File: config.mk
export PLATFORM = sky130hd
export DESIGN_NAME = lock_supervisor_flat
export DESIGN_NICKNAME = d
export VERILOG_FILES = /design/src/rtl/lock_pkg.sv /design/src/rtl/lock_supervisor_if.sv /design/src/rtl/lock_edge_det.sv /design/src/rtl/lock_supervisor.sv /design/src/flat_wrapper.sv
export SDC_FILE = /design/constraint.sdc
export NUM_CORES = 1
export LEC_CHECK = 0
export BUFFER_PORTS_ARGS = -buffer_cell sky130_fd_sc_hd__buf_2
export CORE_AREA = 5 5 58 60
export CTS_CLUSTER_DIAMETER = 50
export CTS_CLUSTER_SIZE = 14
export DETAILED_ROUTE_END_ITERATION = 7
export DIE_AREA = 0 0 63 65
export PLACE_DENSITY = 0.57
export SKIP_CTS_REPAIR_TIMING = 1
export SYNTH_ARGS = -nofsm -noshare
export SYNTH_HDL_FRONTEND = slang
export SYNTH_SLANG_ARGS = --single-unit
export TNS_END_PERCENT = 50
File: constraint.sdc
create_clock -name clk -period 1.4 [get_ports clk]
set_input_delay 0.14 -clock clk [delete_from_list [all_inputs] [get_ports clk]]
set_output_delay 0.14 -clock clk [all_outputs]
set_load 0.01 [all_outputs]
File: src/rtl/lock_pkg.sv
// Shared types and default constants for the lock supervisor.
//   state_e       : supervisor FSM state encoding (2-bit)
//   DEF_*         : default parameter values used by the top module
//   FAIL_W        : width of the consecutive-failure counter
package lock_pkg;

    typedef enum logic [1:0] {
        IDLE     = 2'd0,
        UNLOCKED = 2'd1,
        LOCKOUT  = 2'd2
    } state_e;

    localparam int unsigned DEF_UNLOCK_CYCLES  = 8;
    localparam int unsigned DEF_MAX_FAIL       = 3;
    localparam int unsigned DEF_LOCKOUT_CYCLES = 16;
    localparam int unsigned DEF_TW             = 8;
    localparam int unsigned FAIL_W             = 4;

endpackage

File: src/rtl/lock_supervisor_if.sv
// Signal bundle between the serial-code lock and its supervisor.
//   openlock, alarm : status levels driven by the lock
//   door_unlock     : door actuator enable
//   siren, lockout  : lockout indicators; lockout gates the lock's serial input
//   fail_count      : consecutive wrong-code count
// master : lock side (drives status, observes supervisor outputs)
// slave  : supervisor side
interface lock_supervisor_if;
    import lock_pkg::*;

    logic              openlock;
    logic              alarm;
    logic              door_unlock;
    logic              siren;
    logic              lockout;
    logic [FAIL_W-1:0] fail_count;

    modport master (
        output openlock,
        output alarm,
        input  door_unlock,
        input  siren,
        input  lockout,
        input  fail_count
    );

    modport slave (
        input  openlock,
        input  alarm,
        output door_unlock,
        output siren,
        output lockout,
        output fail_count
    );

endinterface

File: src/rtl/lock_edge_det.sv
// Rising-edge detector with a history register that resets to 1, so a level
// already high when reset is released does not count as an edge.
//   clk     : system clock
//   rst     : synchronous active-low reset
//   i_level : level input, sampled at posedge
//   o_rise  : high while i_level is 1 and was 0 at the previous edge
module lock_edge_det (
    input  logic clk,
    input  logic rst,
    input  logic i_level,
    output logic o_rise
);

    logic r_prev;

    always_ff @(posedge clk) begin
        if (!rst) begin
            r_prev <= 1'b1;
        end else begin
            r_prev <= i_level;
        end
    end

    assign o_rise = i_level & ~r_prev;

endmodule

File: src/rtl/lock_supervisor.sv
// Supervisor for the serial-code lock: turns an openlock event into a timed
// door-unlock strobe and escalates MAX_FAIL consecutive alarm events into a
// timed lockout with siren. All outputs are registered (Moore).
//   clk  : system clock
//   rst  : synchronous active-low reset
//   bus  : lock_supervisor_if.slave (openlock/alarm in; door_unlock, siren,
//          lockout, fail_count out)
module lock_supervisor
    import lock_pkg::*;
#(
    parameter int unsigned UNLOCK_CYCLES  = DEF_UNLOCK_CYCLES,
    parameter int unsigned MAX_FAIL       = DEF_MAX_FAIL,
    parameter int unsigned LOCKOUT_CYCLES = DEF_LOCKOUT_CYCLES,
    parameter int unsigned TW             = DEF_TW
) (
    input logic              clk,
    input logic              rst,
    lock_supervisor_if.slave bus
);

    localparam logic [TW-1:0]     UNLOCK_INIT  = TW'(UNLOCK_CYCLES - 1);
    localparam logic [TW-1:0]     LOCKOUT_INIT = TW'(LOCKOUT_CYCLES - 1);
    localparam logic [FAIL_W-1:0] FAIL_MAX     = FAIL_W'(MAX_FAIL);

    state_e            r_state;
    logic [TW-1:0]     r_timer;
    logic [FAIL_W-1:0] r_fail;
    logic              r_door;
    logic              r_siren;
    logic              r_lockout;

    logic              w_open_ev;
    logic              w_alarm_ev;
    logic [FAIL_W-1:0] w_fail_inc;
    logic              w_alarm_locks;

    lock_edge_det u_open_det (
        .clk     (clk),
        .rst     (rst),
        .i_level (bus.openlock),
        .o_rise  (w_open_ev)
    );

    lock_edge_det u_alarm_det (
        .clk     (clk),
        .rst     (rst),
        .i_level (bus.alarm),
        .o_rise  (w_alarm_ev)
    );

    // Outside LOCKOUT r_fail < MAX_FAIL <= 15, so the increment cannot wrap.
    assign w_fail_inc    = r_fail + FAIL_W'(1);
    assign w_alarm_locks = (w_fail_inc >= FAIL_MAX);

    always_ff @(posedge clk) begin
        if (!rst) begin
            r_state   <= IDLE;
            r_timer   <= '0;
            r_fail    <= '0;
            r_door    <= 1'b0;
            r_siren   <= 1'b0;
            r_lockout <= 1'b0;
        end else begin
            case (r_state)
                IDLE, UNLOCKED: begin
                    if (w_alarm_ev) begin
                        // Alarm wins over a same-cycle open and aborts an unlock.
                        r_door <= 1'b0;
                        if (w_alarm_locks) begin
                            r_state   <= LOCKOUT;
                            r_timer   <= LOCKOUT_INIT;
                            r_fail    <= FAIL_MAX;
                            r_siren   <= 1'b1;
                            r_lockout <= 1'b1;
                        end else begin
                            r_state <= IDLE;
                            r_fail  <= w_fail_inc;
                        end
                    end else if (r_state == IDLE) begin
                        if (w_open_ev) begin
                            r_state <= UNLOCKED;
                            r_timer <= UNLOCK_INIT;
                            r_fail  <= '0;
                            r_door  <= 1'b1;
                        end
                    end else if (r_timer == '0) begin
                        r_state <= IDLE;
                        r_door  <= 1'b0;
                    end else begin
                        // Re-opening while unlocked does not restart the timer.
                        r_timer <= r_timer - TW'(1);
                    end
                end
                LOCKOUT: begin
                    if (r_timer == '0) begin
                        r_state   <= IDLE;
                        r_fail    <= '0;
                        r_siren   <= 1'b0;
                        r_lockout <= 1'b0;
                    end else begin
                        r_timer <= r_timer - TW'(1);
                    end
                end
                default: begin
                    r_state   <= IDLE;
                    r_timer   <= '0;
                    r_fail    <= '0;
                    r_door    <= 1'b0;
                    r_siren   <= 1'b0;
                    r_lockout <= 1'b0;
                end
            endcase
        end
    end

    assign bus.door_unlock = r_door;
    assign bus.siren       = r_siren;
    assign bus.lockout     = r_lockout;
    assign bus.fail_count  = r_fail;

endmodule

File: src/flat_wrapper.sv
// flat-port wrapper written by rule: the top's interface ports become plain ports
module lock_supervisor_flat import lock_pkg::*;
#(
    parameter int unsigned UNLOCK_CYCLES  = DEF_UNLOCK_CYCLES,
    parameter int unsigned MAX_FAIL       = DEF_MAX_FAIL,
    parameter int unsigned LOCKOUT_CYCLES = DEF_LOCKOUT_CYCLES,
    parameter int unsigned TW             = DEF_TW
)
  (clk, rst, bus_openlock, bus_alarm, bus_door_unlock, bus_siren, bus_lockout, bus_fail_count);
  lock_supervisor_if bus_i ();
  input logic clk;
  input logic rst;
  input wire logic [$bits(bus_i.openlock)-1:0] bus_openlock;
  input wire logic [$bits(bus_i.alarm)-1:0] bus_alarm;
  output wire logic [$bits(bus_i.door_unlock)-1:0] bus_door_unlock;
  output wire logic [$bits(bus_i.siren)-1:0] bus_siren;
  output wire logic [$bits(bus_i.lockout)-1:0] bus_lockout;
  output wire logic [$bits(bus_i.fail_count)-1:0] bus_fail_count;
  assign bus_i.openlock = bus_openlock;
  assign bus_i.alarm = bus_alarm;
  assign bus_door_unlock = bus_i.door_unlock;
  assign bus_siren = bus_i.siren;
  assign bus_lockout = bus_i.lockout;
  assign bus_fail_count = bus_i.fail_count;
  lock_supervisor #(.UNLOCK_CYCLES(UNLOCK_CYCLES), .MAX_FAIL(MAX_FAIL), .LOCKOUT_CYCLES(LOCKOUT_CYCLES), .TW(TW)) u_core (.clk(clk), .rst(rst), .bus(bus_i));
endmodule
==> impl_metrics.toml <==
[global_route]
grt_util_met1_pct = 15.63
busiest_layer = "met2"
grt_pass1_wl_mm = 4.360
grt_use_met3_pct = 2.600
gr-total-overflow = 0
grt_max_degree = 12
grt_pass1_vias = 1034
grtUsageTotal_pct = 13.44
grt_antenna_before_repair = 0
grtUsageMet2_pct = 23.33

[drt]
via_per_inst = 5.484
dr.pass1.iters = 4
drtIter0Drc = 27
wirelength_mm = 2.709
vias = 1053
wl_per_cell_um = 14.11
antenna_left = 0
drc = 0

[logic_synthesis]
synth_nets = 134
synth-edff-count = 0
netlist_area_sq_um = 1042
ys_warn_count = 0
ys_seq_area_share_pct = 34.57
synth-main-ff-cell = "dfxtp_1"
async_flop_share_pct = 0
netlist_instances = 126
synth.area.top_cells = "dfxtp_1 (35%), nor2_1 (5.4%), a21oi_1 (4.8%), ha_1 (4.8%), nand2b_1 (4.2%)"
muxShareOfSynthArea_pct = 0
netlist.area_leader.share_pct = 34.57
synth-xor-area-share_pct = 2.521
synthAdderAreaFrac_pct = 4.802
synth_area_leader_cell = "dfxtp_1"
synth.most_common_cell = "dfxtp_1"
synth_seq_cells = 18
syn_area_per_cell_sq_um = 8.272
ys_types = 41
synth_compound_area_share_pct = 25.33
synth_top_family_by_area = "simple AND/OR/NAND/NOR gates"
synth_commonest_cells = "dfxtp_1 (18), nor2_1 (15), a21oi_1 (10)"
yosys.area_share.simple_pct = 29.05

[worst_setup_path]
crit_top_cell = "a21o_1"
end_kind = "flip-flop"
cp.required_ps = 1630
crit_buf_inv = 0
cpPeakStageDelay_ps = 370
worst_setup_path_start_kind = "flip-flop"
slowest_stage = "dfxtp_4"
r2r_setup_slack_ps = -90
path_cells = "ha_4 > and2_4 > a21o_1 > a211oi_2 > nor2_2 > a21o_1"
worst_ep_arrival_time_ps = 1720
path_delay_family = "compound AO/OA/AOI/OAI gates"
critPathMaxFanout = 4
worstSetupPathType = "flip-flop to flip-flop"

[sta]
hold_ws_ps = 21.99
skew_ps = 14.49
setup_ws_ps = -92.58
rsz0062_at_grt = "yes"
finalCritPeriodShare_pct = 106.6
final-setup-viol-count = 12
slew_headroom_pct = 80.47
slew_violations = 0
finalHoldViolCount = 0
min_period_ps = 1493
max_freq_mhz = 670.0
worstMarginPinSlew_ps = 290.6

[clocking]
cts_tree = "yes"
clock_sink_count = 18
cts_buffers = 3
htreeDepth = 1
cts.clk_slew.worst_paths_ps = 120
clock_latency_ps = 320
clockBufferDepth = 2
root_buffer = "clkbuf_4"

[cells_and_area]
design_area_sq_um = 1429
nets = 168
num_antenna_cells = 0
area_growth_syn_to_layout_pct = 37.09
utilization_pct = 49.65
drive_gt1_share_pct = 42.14

[floorplanning]
initial_core_util_pct = 36.22
design.die.area_sq_um = 4095
die_y_um = 65
fp.dieW_um = 63
rows = 20
pin_count = 11
core_sq_um = 2878

[power_and_ir_drop]
power.leakage_nw = 0.6376
total_power_mw = 1.263
irDropWorstVdd_mv = 0.4450
p_per_area_nw_per_um2 = 883.8

[hold_path]
holdCritPathClass = "input port to flip-flop"

[run_status]
failed_checks = "setup timing"
status = "complete, but fails checks"

[placement]
placed_area_sq_um = 1306
post-place-ws_ps = -137.9
port_buffers = 10
dp_hpwl_mm = 1.965
gp_congestion = 0.8071

[run]
drv_cap = 0
==> cell families after synthesis <==
family,after synthesis
buffers and inverters,9
xor gates and xnor gates,3
and+or+nand+nor,55
adders and majority gates,4
AOI/OAI and AO/OA,37
DFF,18
==> per-stage QoR <==
step	TNS (ps)	instances
2_1_floorplan	-215.8	126
3_3_place_gp	-947.5	186
3_5_place_dp	-1179	186
4_1_cts	-1705	190
5_1_grt	-1773	192
6_report	-635.4	192
==> sequential cells by signal, summed over array words and instances, names as in the netlist <==
signal / flops
u_core.u_open_det.r_prev: 1
u_core.bus.siren: 1
u_core.r_timer: 8
u_core.bus.fail_count: 4
u_core.r_state: 2
u_core.bus.door_unlock: 1
u_core.u_alarm_det.r_prev: 1
==> power by group <==
| part | switching, mW | internal (mW) |
|---|---|---|
| Clock | 0.190 | 0.159 |
| Combinational | 0.177 | 0.183 |
| Sequential | 0.0194 | 0.534 |
| Total | 0.387 | 0.876 |
==> metal layers <==
| metal | part of all wire [%] | wire (um) | vias up |
|---|---|---|---|
| met5 | 0 | 0 | - |
| met1 | 44 | 1180 | 512 |
| met4 | 1.9 | 51 | 0 |
| li1 | - | - | 519 |
| met3 | 3.1 | 83 | 5 |
| met2 | 51 | 1393 | 17 |
==> cell usage in the layout (no fill, tap or decap), drive strengths merged, types with 3 or more instances in the layout <==
cell and instances:
nand3 3, inv 3, ha 4, and2 5, o21ai 3, clkbuf 4, buf 35, nor3 7
nand2b 7, nand2 8, a22o 3, nor2 15, nor4 3, a21oi 10, a21o 4, nor2b 3
dfxtp 18
==> worst paths after layout <==
path                            start                       end  depth (start not counted)
max          u_core.bus.fail_count[1]         u_core.r_timer[6]                          6
min                      bus_openlock  u_core.u_open_det.r_prev                          2
max reg2reg  u_core.bus.fail_count[1]         u_core.r_timer[6]                          6
min reg2reg         u_core.r_timer[7]         u_core.r_timer[7]                          1
==> cell type report <==
class / instances / area [sq um]
inverter: 3 / 11.26
multi-input combinational: 99 / 729.5
tap: 33 / 41.29
sequential: 18 / 372.9
fill: 280 / 1449
timing repair buffer: 35 / 237.7
clock buffer: 4 / 36.28
No activity file was read; power rests on OpenSTA's default activity.
